<file path="src/rtl/pipe_hazard_ctrl_pkg.sv">
// pipe_hazard_ctrl_pkg: Y86-64 icode/stat/register encodings and hazard-control FSM states
package pipe_hazard_ctrl_pkg;
  localparam logic [3:0] IMRMOVQ = 4'h5;
  localparam logic [3:0] IOPQ    = 4'h6;
  localparam logic [3:0] IJXX    = 4'h7;
  localparam logic [3:0] IRET    = 4'h9;
  localparam logic [3:0] IPOPQ   = 4'hB;
  localparam logic [3:0] RNONE   = 4'hF;
  localparam logic [2:0] SAOK    = 3'd1;
  localparam logic [2:0] SHLT    = 3'd2;
  localparam logic [2:0] SADR    = 3'd3;
  localparam logic [2:0] SINS    = 3'd4;
  localparam logic [1:0] RUN     = 2'd0;
  localparam logic [1:0] DRAIN   = 2'd1;
  localparam logic [1:0] HALTED  = 2'd2;
endpackage

</file>
<file path="src/rtl/pipe_hazard_ctrl_sat_counter.sv">
// pipe_hazard_ctrl_sat_counter: saturating up-counter (clock, reset, inc -> count)
module pipe_hazard_ctrl_sat_counter #(
  parameter int CNT_W = 32
) (
  input  logic             clock,
  input  logic             reset,
  input  logic             inc,
  output logic [CNT_W-1:0] count
);
  always_ff @(posedge clock)
    if (reset) count <= '0;
    else if (inc && !(&count)) count <= count + CNT_W'(1);
endmodule

</file>
<file path="src/rtl/pipe_hazard_ctrl.sv">
// pipe_hazard_ctrl: Y86-64 pipeline stall/bubble control, RUN/DRAIN/HALTED sequencing and perf counters
module pipe_hazard_ctrl
  import pipe_hazard_ctrl_pkg::*;
#(
  parameter int CNT_W = 32
) (
  input  logic             clock,
  input  logic             reset,
  input  logic [3:0]       D_icode,
  input  logic [3:0]       E_icode,
  input  logic [3:0]       M_icode,
  input  logic [3:0]       E_dstM,
  input  logic [3:0]       d_srcA,
  input  logic [3:0]       d_srcB,
  input  logic             e_Cnd,
  input  logic [2:0]       m_stat,
  input  logic [2:0]       W_stat,
  output logic             F_stall,
  output logic             D_stall,
  output logic             D_bubble,
  output logic             E_bubble,
  output logic             M_bubble,
  output logic             W_stall,
  output logic             set_cc,
  output logic             halted,
  output logic [2:0]       cpu_stat,
  output logic [CNT_W-1:0] cyc_cnt,
  output logic [CNT_W-1:0] stall_cnt,
  output logic [CNT_W-1:0] mispr_cnt,
  output logic [CNT_W-1:0] ret_cnt
);
  logic [1:0] state, state_nx;
  logic lu, ret, mp, exc, run, drn, hlt, w_exc;
  assign lu = (E_icode == IMRMOVQ || E_icode == IPOPQ) && E_dstM != RNONE &&
              (E_dstM == d_srcA || E_dstM == d_srcB);
  assign ret = D_icode == IRET || E_icode == IRET || M_icode == IRET;
  assign mp = E_icode == IJXX && !e_Cnd;
  assign w_exc = W_stat != SAOK;
  assign exc = m_stat != SAOK || w_exc;
  assign run = state == RUN;
  assign hlt = state == HALTED;
  assign drn = !run && !hlt;
  assign halted = hlt;
  assign F_stall = !reset && (run ? (lu || ret) : 1'b1);
  assign D_stall = !reset && (run ? lu : 1'b1);
  assign D_bubble = reset || (run && (mp || (!lu && ret)));
  assign E_bubble = reset || (run ? (mp || lu) : drn);
  assign M_bubble = reset || (run ? exc : drn);
  assign W_stall = !reset && (hlt || w_exc);
  assign set_cc = !reset && run && E_icode == IOPQ && !exc;
  assign state_nx = (!hlt && w_exc) ? HALTED : (run && m_stat != SAOK) ? DRAIN : state;
  always_ff @(posedge clock)
    if (reset) begin
      state <= RUN;
      cpu_stat <= SAOK;
    end else begin
      state <= state_nx;
      if (!hlt && w_exc) cpu_stat <= W_stat;
    end
  pipe_hazard_ctrl_sat_counter #(.CNT_W(CNT_W)) u_cyc (
    .clock(clock), .reset(reset), .inc(!hlt), .count(cyc_cnt));
  pipe_hazard_ctrl_sat_counter #(.CNT_W(CNT_W)) u_stall (
    .clock(clock), .reset(reset), .inc(run && lu), .count(stall_cnt));
  pipe_hazard_ctrl_sat_counter #(.CNT_W(CNT_W)) u_mispr (
    .clock(clock), .reset(reset), .inc(run && mp), .count(mispr_cnt));
  pipe_hazard_ctrl_sat_counter #(.CNT_W(CNT_W)) u_ret (
    .clock(clock), .reset(reset), .inc(run && !lu && ret), .count(ret_cnt));
endmodule
</file>
<file path="config.mk">
export PLATFORM = sky130hd
export DESIGN_NAME = pipe_hazard_ctrl
export DESIGN_NICKNAME = d
export VERILOG_FILES = /design/src/rtl/pipe_hazard_ctrl_pkg.sv /design/src/rtl/pipe_hazard_ctrl_sat_counter.sv /design/src/rtl/pipe_hazard_ctrl.sv
export SDC_FILE = /design/constraint.sdc
export NUM_CORES = 1
export LEC_CHECK = 0
export CAP_MARGIN = 5
export CORE_MARGIN = 2
export CORE_UTILIZATION = 50
export CTS_CLUSTER_SIZE = 16
export DETAILED_ROUTE_END_ITERATION = 6
export PLACE_DENSITY = 0.81
export REMOVE_ABC_BUFFERS = 1
export SYNTH_ARGS = -nofsm -noshare
export SYNTH_HDL_FRONTEND = slang
export SYNTH_SLANG_ARGS = --single-unit
</file>
<file path="constraint.sdc">
create_clock -name clock -period 2.78 [get_ports clock]
set_input_delay 0.695 -clock clock [delete_from_list [all_inputs] [get_ports clock]]
set_output_delay 0.695 -clock clock [all_outputs]
set_load 0.01 [all_outputs]
</file>
==> impl_results.md, run 1 <==
- Die footprint: 0.0144 mm^2
- Most frequent cells after synthesis: 133 x dfxtp_1, 101 x nor2_1, 58 x nand3_1, 55 x a21oi_1, 53 x xor2_1
- Fin crit period: 2780 ps
- Routed Antenna Nets: 0
- Critical Path Sink Type: output port
- Non-filler cells, final: 1227
- Via density: 5.65
- Port Buffers: 171
- Yosys warning count: 0
- Net count, final: 1075
- Asr flop ratio synth: 0
- Top-area cell type share of the netlist area: 0.396
- Lkg Pwr: 3.27 nW
- CP arrival: 2080 ps
- IO Pins: 172
- Reg power frac: 0.439
- 1st-pass router iterations: 5
- Unrepaired setup endpoints after global routing: yes
- All-Layer GR Usage: 0.254
- Sw Pwr: 0.941 mW
- Core area: 0.0132 mm^2
- Max Cap Viol: 0
- Flops & latches, synth: 133
- Hold WC Path Type: reg2reg
- Row count: 42
- Synth area leader: dfxtp_1
- Fraction of layout cells with a size suffix above 1: 0.124
- Sink Count: 133
- Initial antenna violation count: 0
- Vias: 6938
- Number of flops mapped to enable cells by yosys: 0
- Register area share after synthesis: 0.396
- Clock Latency Late Sink: 410 ps
- Die Height: 120 um
- CTS clk-pin slew, worst paths: 50 ps
- H-tree depth: 4
- Peak VDD IR: 0.395 mV
- Final period util: 0.998
- Vias in the first global route: 6421
- Rel. slew slack: 0.350
- Syn-to-layout area delta: 43.0%
- Netlist cell types: 57
- Design Power: 4.39 mW
- Syn avg cell area: 8.18 um^2
- Critical path cell sequence: dlygate4sd2_1, xor2_1, nor4_1, buf_4, o21ai_4, a211o_1, buf_6
- Synth top area cells: dfxtp_1 40%, xor2_1 6.9%, nor2_1 5.6%
- Routed WL: 18300 um
- Synthesized instance count: 822
- DP HPWL: 12800 um
- WL per Instance: 14.9 um
- Largest net degree at the start of global routing: 51
- Worst Max-Slew Pin Slew: 969 ps
- Slew Limit Fails: 0
- Critical path class: in2out
- Gate power share: 0.053
- Max Freq: 0.360 GHz
- Startpoint types: input pin
- Initial Util: 0.510
- Crit path max fanout: 5
- CTS tree: done
- Placed cell count: 1195
- Crit-path slowest cell: a211o_1
- First-pass GRT wire length: 30300 um
- Most frequent cell after synthesis: dfxtp_1
- Number of diodes: 0
- Final setup viols: 0
- Synthesized cell area: 0.00672 mm^2
- Chip width: 120 um
- Total CTS buffers: 17
- Max Clock Skew: 6.43 ps
- Max stage delay on crit path: 310 ps
- Endpoints failing hold: 0
- Worst Path Required: 2090 ps
- GP Congestion: 0.821
- Status: complete, no violations
- Global route total overflow: 0
- Pwr Density: 457 mW/mm^2
- DR iter-0 viols: 559
- Clock group share of total power: 0.509
- Switching Fraction: 0.214
- Int Power: 3.45 mW
- Root Buffer: clkbuf_16
- Clock Path Buffers: 2
- Top FF cell, synth: dfxtp_1
- Drt drc: 0
## final timing paths
path,startpoint,cells past startpoint,end,slack [ps]
max,d_srcB[1],7,D_bubble,5
min,u_stall.count[10],2,u_stall.count[10],510
max reg2reg,state[1],7,u_stall.count[5],220
min reg2reg,u_stall.count[10],2,u_stall.count[10],510
## power groups by stage
| stage | Combinational [mW] | Clock [mW] | Sequential [mW] |
|---|---|---|---|
| after floorplan | 0.0592 | 0 | 1.97 |
| after detailed placement | 0.228 | 0 | 1.97 |
| after global placement | 0.226 | 0 | 1.97 |
| final | 0.231 | 2.23 | 1.93 |
| after global routing | 0.250 | 2.35 | 1.93 |
| after CTS | 0.229 | 2.25 | 1.93 |
## through the flow
stage / cell area [um^2] / setup WS [ps] / util / hold WS, ps / TNS (ps)
4_1_cts: 9590 / 6.52 / 0.727 / 513 / 0
5_1_grt: 9620 / -42.6 / 0.729 / 534 / -42.6
2_1_floorplan: 6560 / -797 / - / 498 / -11380
6_report: 9620 / 4.63 / 0.729 / 507 / 0
3_5_place_dp: 8960 / -732 / 0.679 / 500 / -23980
3_3_place_gp: 8960 / -778 / 0.679 / 480 / -24370
## timing repair
item / CTS / global route
endpoints found under the setup margin: 31 / 5
pin swaps: 6 / 4
gates resized for setup: 64 / 10
setup buffers: 0 / 0
hold buffers: 0 / 0
## area by class of cell
| type | instances | area, um^2 |
|---|---|---|
| multi-input combinational | 632 | 3930 |
| fill | 1027 | 3570 |
| sequential | 133 | 2660 |
| timing repair buffer | 233 | 2140 |
| clock buffer | 21 | 450 |
| tap | 176 | 220 |
| clock inverter | 11 | 133 |
| inverter | 21 | 78.8 |
## cells in the final DEF, fill, tap and decap left out, drive strengths merged, types with 4 or more instances in the layout
cell           synthesis  final
buf                    8     68
dfxtp                133    133
xor2                  53     53
or3                   34     34
and4                  17     17
ha                     4      4
o31ai                 17     17
nand4                 48     48
o41ai                  4      4
clkdlybuf4s50          0    145
o21ai                 31     31
nand4b                 4      4
nor2                 101    101
and2                   4      4
nor4                  15     15
xnor2                 24     24
nand3b                 5      5
dlygate4sd2            0     13
clkbuf                28     22
nor3b                  5      5
clkinv                 0      7
nand3                 59     59
or4                   23     23
inv                   21     21
and3                  16     16
a21oi                 55     55
nand2                 46     46
nor3                  25     25
nor2b                  6      6
## routing by layer
metal / up-vias / wire length, um / global-route usage / part of all wire
li1: 3450 / - / - / -
met1: 3258 / 8260 / 0.341 / 0.45
met2: 205 / 8680 / 0.404 / 0.47
met3: 25 / 1140 / 0.0599 / 0.062
met4: 0 / 259 / 0.0794 / 0.014
met5: - / 0 / 0 / 0
## worst max-delay path: cells and delay by family
kind | cells | cell delay [ps]
xor+xnor | 1 | 140
simple gates | 1 | 300
buf+inv | 3 | 550
compound gates | 2 | 390
## kinds of logic after synthesis
logic type | Yosys count | synth area share
buffers and inverters | 57 | 0.0357
AOI/OAI and AO/OA | 123 | 0.107
muxes | 5 | 0.00800
DFF | 133 | 0.396
adders and majority gates | 4 | 0.00744
xor gates and xnor gates | 77 | 0.100
and+or+nand+nor | 423 | 0.346
## state kept, by name (all words and copies together), names as in the netlist
name and count:
u_mispr.count 32, u_cyc.count 32, cpu_stat 3, u_stall.count 32, u_ret.count 32, state 2
Power figures use the tool's default switching activity.
==> run 2: changes to the inputs <==
--- a/config.mk
+++ b/config.mk
@@ -6,11 +6,13 @@
 export NUM_CORES = 1
 export LEC_CHECK = 0
 export CAP_MARGIN = 5
+export CELL_PAD_IN_SITES_DETAIL_PLACEMENT = 1
+export CELL_PAD_IN_SITES_GLOBAL_PLACEMENT = 2
 export CORE_MARGIN = 2
-export CORE_UTILIZATION = 50
+export CORE_UTILIZATION = 28
 export CTS_CLUSTER_SIZE = 16
 export DETAILED_ROUTE_END_ITERATION = 6
-export PLACE_DENSITY = 0.81
+export PLACE_DENSITY_LB_ADDON = 0.1
 export REMOVE_ABC_BUFFERS = 1
 export SYNTH_ARGS = -nofsm -noshare
 export SYNTH_HDL_FRONTEND = slang
==> run 2 against run 1 <==
  * Clock skew grew 11 ps
  * First-iteration DRC count shrank 50%
  * Global-route usage shrank 7.2 points
  * Largest cell class unchanged
==> impl_results.md, run 2 (synthesized netlist as in run 1, its figures left out) <==
- Top Layer Used: met5
- IO Pins: 172 (unchanged)
- Worst Max-Slew Pin Slew: 1080 ps (+109 ps)
- Commonest non-fill, non-tap cell in the layout: clkdlybuf4s50_1
- Fillers: 2778 (+170%)
- Total CTS buffers: 17 (unchanged)
- Routed WL: 22800 um (+24%)
- Worst setup margin: 67.3 ps (+62.7 ps)
- Port Buffers: 171 (unchanged)
- Switching Fraction: 0.238 (+0.0235)
- CP arrival: 2020 ps (-60 ps)
- Fin util: 0.423 (-0.306)
- Peak VDD IR: 0.214 mV (-46%)
- DP HPWL: 16900 um (+32%)
- Pwr Density: 444 mW/mm^2 (-2.8%)
- Syn-to-layout area delta: 48.0%
- Endpoints failing hold: 0 (unchanged)
- Routed Antenna Nets: 0 (unchanged)
- Initial antenna violation count: 3 (+3)
- CP Buf/Inv Count: 3 (unchanged)
- Final instance area: 0.00995 mm^2 (+3.5%)
- Placed cell areas: 0.00927 mm^2 (+3.5%)
- Net count, final: 1094 (+1.8%)
- Metal2 WL: 10400 um (+19%)
- Die Height: 159 um (+33%)
- Commonest non-fill, non-tap cells in the layout: 138 x clkdlybuf4s50_1, 133 x dfxtp_1, 101 x nor2_1
- Gate power share: 0.057 (+0.004)
- Worst Path Required: 2090 ps (about the same)
- Final setup viols: 0 (unchanged)
- Slew Limit Fails: 0 (unchanged)
- Reg power frac: 0.436 (-0.003)
- Crit-path slowest cell: clkdlybuf4s50_1
- Placed cell count: 1354 (+13%)
- Crit path max fanout: 2 (-3)
- Int Power: 3.36 mW (-2.4%)
- GP Congestion: 0.740 (-9.9%)
- DR iter-0 viols: 280 (-50%)
- Lkg Pwr: 3.35 nW (+2.4%)
- Max Clock Skew: 17.1 ps (+10.6 ps)
- All-Layer GR Usage: 0.182 (-0.0720)
- Critical Path Sink Type: output port
- CTS clk-pin slew, worst paths: 60 ps (about the same)
- Via density: 5.00 (-12%)
- Critical path class: in2out
- Max Cap Viol: 0 (unchanged)
- Final period util: 0.976 (-0.0225)
- H-tree depth: 4 (unchanged)
- Vias in the first global route: 7040 (+9.6%)
- Critical path cell sequence: clkdlybuf4s50_1, nor4bb_4, buf_4, nor3_4, nor3_2, a211o_1, buf_6
- Fraction of layout cells with a size suffix above 1: 0.147 (+0.0233)
- CP top delay family: buffers and inverters
- Clock Latency Late Sink: 430 ps (+20 ps)
- 1st-pass router iterations: 4 (-1)
- Startpoint types: input pin
- Vias: 6943 (+0.072%)
- Non-filler cells, final: 1389 (+13%)
- Max Freq: 0.369 GHz (+2.3%)
- Fin crit period: 2710 ps (-62.7 ps)
- Sw Pwr: 1.05 mW (+12%)
- CTS tree: done
- Clock Path Buffers: 2 (unchanged)
- Routed length on met3: 1260 um (+10%)
- Reg-to-reg startpoint: u_ret.count[3]
- Initial Util: 0.286 (-0.224)
- Drt drc: 0 (unchanged)
- Largest net degree at the start of global routing: 38 (-25%)
- Status: complete, no violations
- Rel. slew slack: 0.277 (-0.0731)
- Hold buffers post-CTS: 0 (unchanged)
- Met1 wire length: 11000 um (+33%)
- Crit. Startpoint: M_icode[0]
- Setup Slack @ Placement: -862 ps (-130 ps)
- Design Power: 4.41 mW (+0.57%)
- Global route total overflow: 0 (unchanged)
- Hold WC Path Type: reg2reg
- Die footprint: 0.0253 mm^2 (+76%)
- Chip width: 159 um (+33%)
- Core area: 0.0235 mm^2 (+78%)
- Min-Delay Startpoint: cpu_stat[0]
- Clock group share of total power: 0.507 (-0.002)
- WL per Instance: 16.4 um (+9.7%)
- Max stage delay on crit path: 410 ps (+100 ps)
- First-pass GRT wire length: 37600 um (+24%)
- Sink Count: 133 (unchanged)
- Row count: 56 (+33%)
- Root Buffer: clkbuf_16
[run 2: changes by cell type in the layout (fill, tap and decap cells not counted), moves of 3 or more]
cell,delta
buf_4,+17
xor2_2,+4
buf_2,+5
nor4bb_2,-3
clkbuf_1,-3
clkinvlp_4,+4
clkdlybuf4s50_1,-7
clkdlybuf4s15_1,+4
xor2_1,-4
clkinv_2,-5
clkinv_4,+3
[run 2: worst paths after layout]
kind	endpoint	slack [ps]	depth (start not counted)
worst max-delay path	D_bubble	70	7
worst min-delay path	cpu_stat[0]	500	2
worst max register to register	u_ret.count[31]	320	6
worst min register to register	cpu_stat[0]	500	2
[run 2: timing repair]
action | 4_1_cts | 5_1_grt
buffers inserted | 3 | 1
endpoints found under the setup margin | 33 | 9
pin swaps | 9 | 12
resized for setup | 93 | 10
[run 2: layout make-up]
class,instances,area (um^2),share of cell area
well taps,319,399,0.0401
clock inverters,12,134,0.0135
multi-input cells,632,3960,0.398
diodes,2,5.00,0.000503
clock buffers,18,439,0.0441
flip-flops and latches,133,2660,0.268
inverters,21,78.8,0.00792
repair buffers,252,2280,0.229
[run 2: metrics by stage]
stage / hold WS (ps) / setup TNS, ps
floorplan: 498 / -11380
global placement: 478 / -30800
detailed placement: 494 / -31360
CTS: 512 / 0
global route: 535 / -1.65
finish: 504 / 0
[run 2: worst min-delay path, stage by stage, from the launching register on]
cell	delay, ps
dfxtp_1	330
a21oi_1	40
o21bai_1	100
[run 2: power by group through the flow]
stage / clock (mW) / combinational (mW) / sequential, mW
after global placement: 0 / 0.245 / 1.97
after CTS: 2.31 / 0.252 / 1.92
after detailed placement: 0 / 0.245 / 1.97
after floorplan: 0 / 0.0592 / 1.97
after global routing: 2.41 / 0.275 / 1.92
final: 2.24 / 0.251 / 1.92
[run 2: metal layers]
metal,track usage,vias up
met5,0,-
met4,0.0421,2
met3,0.0557,12
met2,0.294,117
met1,0.240,3336
li1,-,3476
